**src/rtl/f8_ram_arbiter.sv**
```systemverilog
// Two-master arbiter (f8 core + DMA/debug) in front of the single-port system RAM.
// Latency: request seen at posedge E1 -> RAM access in the following cycle -> ack in the cycle after E2.
// Backpressure: the losing master holds its request until granted (round-robin, one foreign access at most).
// Ports: clk_i/rst_ni; cpu_* and dma_* requester ports (req/we/addr/wdata in, ack/rdata out);
//        mem_* registered RAM-side controls with mem_rdata_i returned the cycle after mem_en;
//        range_err_o pulses alongside the ack of an out-of-range access.
module f8_ram_arbiter #(
  parameter int ADDRWIDTH = 16,
  parameter int RAMSIZE   = 8192
) (
  input  logic                       clk_i,
  input  logic                       rst_ni,
  input  logic                       cpu_req_i,
  input  logic                       cpu_we_i,
  input  logic [ADDRWIDTH-1:0]       cpu_addr_i,
  input  logic [7:0]                 cpu_wdata_i,
  output logic                       cpu_ack_o,
  output logic [7:0]                 cpu_rdata_o,
  input  logic                       dma_req_i,
  input  logic                       dma_we_i,
  input  logic [ADDRWIDTH-1:0]       dma_addr_i,
  input  logic [7:0]                 dma_wdata_i,
  output logic                       dma_ack_o,
  output logic [7:0]                 dma_rdata_o,
  output logic                       mem_en_o,
  output logic                       mem_we_o,
  output logic [$clog2(RAMSIZE)-1:0] mem_addr_o,
  output logic [7:0]                 mem_wdata_o,
  input  logic [7:0]                 mem_rdata_i,
  output logic                       range_err_o
);

  localparam int AW = $clog2(RAMSIZE);

  typedef enum logic [1:0] {S_IDLE, S_MEM, S_ACK} state_t;

  state_t          state_q, state_d;
  logic            armed_q;                 // low only until the first posedge after reset release
  logic            last_q, last_d;          // 1 = DMA was granted last
  logic            win_q, win_d;            // 1 = DMA owns the current access
  logic            we_q, we_d;
  logic            err_q, err_d;
  logic            mem_en_q, mem_en_d;
  logic            mem_we_q, mem_we_d;
  logic [AW-1:0]   mem_addr_q, mem_addr_d;
  logic [7:0]      mem_wdata_q, mem_wdata_d;

  logic                 start;
  logic                 grant_dma;
  logic                 sel_we;
  logic [ADDRWIDTH-1:0] sel_addr;
  logic [7:0]           sel_wdata;
  logic                 in_range;

  // Both requesting: the one that did not go last wins.
  assign grant_dma = dma_req_i & (~cpu_req_i | ~last_q);
  assign sel_we    = grant_dma ? dma_we_i    : cpu_we_i;
  assign sel_addr  = grant_dma ? dma_addr_i  : cpu_addr_i;
  assign sel_wdata = grant_dma ? dma_wdata_i : cpu_wdata_i;
  // One extra bit so RAMSIZE == 2**ADDRWIDTH still compares correctly.
  assign in_range  = ({1'b0, sel_addr} < (ADDRWIDTH+1)'(RAMSIZE));
  // Requests present while reset was asserted are not granted on the first edge after release.
  assign start     = (state_q == S_IDLE) & armed_q & (cpu_req_i | dma_req_i);

  // FSM state register
  always_ff @(posedge clk_i or negedge rst_ni) begin
    if (!rst_ni) begin
      state_q <= S_IDLE;
    end else begin
      state_q <= state_d;
    end
  end

  // FSM next state; ACK always returns to IDLE without looking at requests
  always_comb begin
    state_d = state_q;
    case (state_q)
      S_IDLE:  if (start) state_d = S_MEM;
      S_MEM:   state_d = S_ACK;
      S_ACK:   state_d = S_IDLE;
      default: state_d = S_IDLE;
    endcase
  end

  // Datapath next state
  always_comb begin
    last_d      = last_q;
    win_d       = win_q;
    we_d        = we_q;
    err_d       = err_q;
    mem_en_d    = mem_en_q;
    mem_we_d    = mem_we_q;
    mem_addr_d  = mem_addr_q;
    mem_wdata_d = mem_wdata_q;
    if (start) begin
      last_d = grant_dma;
      win_d  = grant_dma;
      we_d   = sel_we;
      err_d  = ~in_range;
      // Out-of-range accesses never touch the RAM port.
      if (in_range) begin
        mem_en_d    = 1'b1;
        mem_we_d    = sel_we;
        mem_addr_d  = sel_addr[AW-1:0];
        mem_wdata_d = sel_wdata;
      end
    end else if (state_q == S_MEM) begin
      mem_en_d = 1'b0;
      mem_we_d = 1'b0;
    end
  end

  always_ff @(posedge clk_i or negedge rst_ni) begin
    if (!rst_ni) begin
      armed_q     <= 1'b0;
      last_q      <= 1'b1;
      win_q       <= 1'b0;
      we_q        <= 1'b0;
      err_q       <= 1'b0;
      mem_en_q    <= 1'b0;
      mem_we_q    <= 1'b0;
      mem_addr_q  <= '0;
      mem_wdata_q <= '0;
    end else begin
      armed_q     <= 1'b1;
      last_q      <= last_d;
      win_q       <= win_d;
      we_q        <= we_d;
      err_q       <= err_d;
      mem_en_q    <= mem_en_d;
      mem_we_q    <= mem_we_d;
      mem_addr_q  <= mem_addr_d;
      mem_wdata_q <= mem_wdata_d;
    end
  end

  // Outputs: acks decode the ACK state; read data passes straight from the RAM in that cycle.
  always_comb begin
    cpu_ack_o   = 1'b0;
    dma_ack_o   = 1'b0;
    range_err_o = 1'b0;
    cpu_rdata_o = 8'h00;
    dma_rdata_o = 8'h00;
    if (state_q == S_ACK) begin
      cpu_ack_o   = ~win_q;
      dma_ack_o   = win_q;
      range_err_o = err_q;
      if (!we_q && !err_q) begin
        if (win_q) dma_rdata_o = mem_rdata_i;
        else       cpu_rdata_o = mem_rdata_i;
      end
    end
  end

  assign mem_en_o    = mem_en_q;
  assign mem_we_o    = mem_we_q;
  assign mem_addr_o  = mem_addr_q;
  assign mem_wdata_o = mem_wdata_q;

endmodule
```
**config.mk**
```make
export PLATFORM = sky130hd
export DESIGN_NAME = f8_ram_arbiter
export DESIGN_NICKNAME = d
export VERILOG_FILES = /design/src/rtl/f8_ram_arbiter.sv
export SDC_FILE = /design/constraint.sdc
export NUM_CORES = 1
export LEC_CHECK = 0
export CORE_UTILIZATION = 30
export CTS_BUF_LIST = sky130_fd_sc_hd__clkbuf_4 sky130_fd_sc_hd__clkbuf_8
export DETAILED_ROUTE_END_ITERATION = 8
export PLACE_DENSITY = 0.69
export SYNTH_ARGS = -nofsm -noshare
export SYNTH_HDL_FRONTEND = slang
export SYNTH_SLANG_ARGS = --single-unit
```
**constraint.sdc**
```tcl
create_clock -name clk_i -period 4.85 [get_ports clk_i]
set_input_delay 0.485 -clock clk_i [delete_from_list [all_inputs] [get_ports clk_i]]
set_output_delay 0.485 -clock clk_i [all_outputs]
set_load 0.1 [all_outputs]
```
==> flow_metrics.env <==
export IMPL_run_status="finished clean"
export IMPL_maxUsedRoutingLayer="met4"
export IMPL_tightest_slew_ns=0.9927
export IMPL_yosysMostFrequentCell="mux2_2"
export IMPL_irDropWorstVdd_mv=0.4826
export IMPL_netlist_area_mm2=0.001554
export IMPL_yosys_warnings=0
export IMPL_htreeDepth=2
export IMPL_grt_pass1_wl_um=5906
export IMPL_hpwl_um=2786
export IMPL_row_count=25
export IMPL_grt_pass1_vias=1315
export IMPL_r2r_start="last_q$_DFFE_PN1P_"
export IMPL_cts_made_buffers=5
export IMPL_syn_to_final_growth_pct=76.41
export IMPL_path_clk_slew_ns=0.06
export IMPL_clk_path_buf_depth=2
export IMPL_antenna_left=0
export IMPL_cts_resized=0
export IMPL_endpoint_kind="output pin"
export IMPL_start_util=0.3205
export IMPL_fillers=414
export IMPL_wl_met1_um=1598
export IMPL_antenna_found_initial=0
export IMPL_swShare=0.5369
export IMPL_drc=0
export IMPL_rsz0062_at_grt="false"
export IMPL_yosys_cell_types_count=19
export IMPL_power_density_mw_per_mm2=570.9
export IMPL_finalWorstPathRequiredPeriod_ns=3.227
export IMPL_synthTopCellsByCount="mux2_2 (45), dfrtp_1 (29), and3_1 (16)"
export IMPL_io_pin_count=104
export IMPL_tns_ns=0
export IMPL_min_period_over_period=0.6654
export IMPL_grt_max_degree=31
export IMPL_setup_viol=0
export IMPL_p_leak_nw=1.162
export IMPL_startpoint_type="flop"
export IMPL_cts_tree="yes"
export IMPL_die_area_mm2=0.005472
export IMPL_clk_latency_ns=0.28
export IMPL_track_usage=0.1432
export IMPL_port_buffers=103
export IMPL_dr_pass1_iters=3
export IMPL_drt_iter0_drc=31
export IMPL_route_met2_wl_um=1692
export IMPL_synth_ff_type="dfrtp_1"
export IMPL_hold_violations=0
export IMPL_die_h_um=73.97
export IMPL_via_count=1305
export IMPL_drt_wl_total_um=3838
export IMPL_yosys_area_top_type="dfrtp_1"
export IMPL_clock_sinks=30
export IMPL_power_switching_mw=0.8402
export IMPL_drv_slew=0
export IMPL_clock_root_buffer="clkbuf_8"
export IMPL_place_gp_congestion=0.6276
export IMPL_skew_ns=0.002873
export IMPL_ctsHoldBuffers=0
export IMPL_worst_slack_ns=1.623
export IMPL_p_int_mw=0.7248
export IMPL_cp_required_ns=4.37
export IMPL_cp_data_arrival_time_ns=2.74
export IMPL_synth_top_area_share=0.4670
export IMPL_slew_headroom=0.3361
export IMPL_max_freq_mhz=309.9
export IMPL_drive_gt1_frac=0.2578
export IMPL_syn_area_per_cell_um2=13.17
export IMPL_core_area_mm2=0.004848
export IMPL_ys_seq_elements=30
export IMPL_post_cts_buffers=0
export IMPL_maxCapViolations=0
export IMPL_synthTopCellsByArea="dfrtp_1 (47%), mux2_2 (33%), and3_1 (6.4%), mux2i_1 (1.9%), dfstp_2 (1.7%)"
export IMPL_fin_nets=286
export IMPL_async_reset_ff_frac=1.000
export IMPL_synth_edff_count=0
export IMPL_synth_fp_nets=180
export IMPL_worstSetupPathType="reg -> out"
export IMPL_power_frac_comb=0.619
export IMPL_num_antenna_cells=0
export IMPL_critPathMaxFanout=9
export IMPL_via_per_inst=4.469
export IMPL_grt_ovfl_total=0
export IMPL_postSynthCellCount=118
export IMPL_fin_util=0.5654
export IMPL_wire_per_inst_um=13.14
export IMPL_p_seq_frac=0.249
export IMPL_post_place_ws_ns=1.809
export IMPL_yosysSeqAreaShare=0.4839
export IMPL_startpoint="state_q[0]$_DFFE_PN0P_"
export IMPL_die_x_um=73.97
export IMPL_pwr_share_clk=0.133
export IMPL_dr_wl_met3_um=515
export IMPL_hp_start="mem_en_o$_DFFE_PN0P_"
export IMPL_hold_path_class="reg -> reg"
[layer usage]
layer | vias to the layer above | GRT usage
li1 | 645 | -
met1 | 579 | 0.1707
met2 | 77 | 0.2343
met3 | 4 | 0.06504
met4 | 0 | 0.03846
met5 | - | 0
[path summary, 6_finish.rpt]
check	slack [ns]	cells past startpoint	to
worst min register to register	0.48	1	mem_en_o$_DFFE_PN0P_
worst min-delay path	0.48	1	mem_en_o$_DFFE_PN0P_
max in group asynchronous	3.95	2	last_q$_DFFE_PN1P_
min in group asynchronous	0.58	2	mem_addr_o[10]$_DFFE_PN0P_
worst max register to register	2.51	5	mem_wdata_o[2]$_DFFE_PN0P_
worst max-delay path	1.62	3	cpu_rdata_o[3]
[power by group through the flow]
stage / sequential, mW / combinational, mW / clock (mW)
after floorplan: 0.959 / 0.152 / 0
after global placement: 0.395 / 0.967 / 0
after detailed placement: 0.392 / 0.972 / 0
after CTS: 0.391 / 0.975 / 0.216
after global routing: 0.401 / 0.994 / 0.227
final: 0.389 / 0.968 / 0.208
[cells in the final DEF (no fill, tap or decap), types with 3 or more instances in the layout]
cell	n
mux2_2	45
clkbuf_8	6
and3_1	16
dfrtp_1	29
nor3_1	3
mux2i_1	3
nor2_1	3
clkdlybuf4s50_1	103
[sequential cells by signal, summed over array words and instances, names as in the netlist]
| register | cells |
|---|---|
| armed_q | 1 |
| err_q | 1 |
| last_q | 1 |
| mem_addr_o | 13 |
| mem_en_o | 1 |
| mem_wdata_o | 8 |
| mem_we_o | 1 |
| state_q | 2 |
| we_q | 1 |
| win_q | 1 |
[worst max-delay path: stages (launching register included)]
cell and delay (ns):
dfrtp_1 0.44, nor3b_1 0.62, and3_1 0.27, clkdlybuf4s50_1 1.13
[kinds of logic (layout without fill, tap and decap cells)]
logic type | after synthesis | after routing | synth area share
buffers and inverters | 7 | 114 | 0.02656
AO/OA/AOI/OAI | 3 | 3 | 0.02013
multiplexers | 48 | 48 | 0.3454
AND/OR/NAND/NOR | 29 | 29 | 0.1216
flip-flops | 30 | 30 | 0.4839
other | 1 | 1 | 0.002413
[final cells by class]
cell class / instances / area (µm²) / area share
timing repair buffer: 105 / 1046 / 0.3816
multi-input combinational: 81 / 760.7 / 0.2775
sequential: 30 / 752.0 / 0.2743
clock buffer: 7 / 90.09 / 0.03286
tap: 67 / 83.83 / 0.03058
clock inverter: 1 / 5.005 / 0.001826
inverter: 1 / 3.754 / 0.001369
[per-stage QoR]
stage / instances / hold WS (ns) / total power [mW] / cell area (µm²)
after CTS: 292 / 0.4839 / 1.582 / 2741
after detailed placement: 284 / 0.4692 / 1.364 / 2646
after floorplan: 118 / 0.1894 / 1.111 / 1554
final: 292 / 0.4784 / 1.565 / 2741
after global placement: 284 / 0.4600 / 1.362 / 2646
after global routing: 292 / 0.5046 / 1.623 / 2741
(Power assumes the default switching activity.)
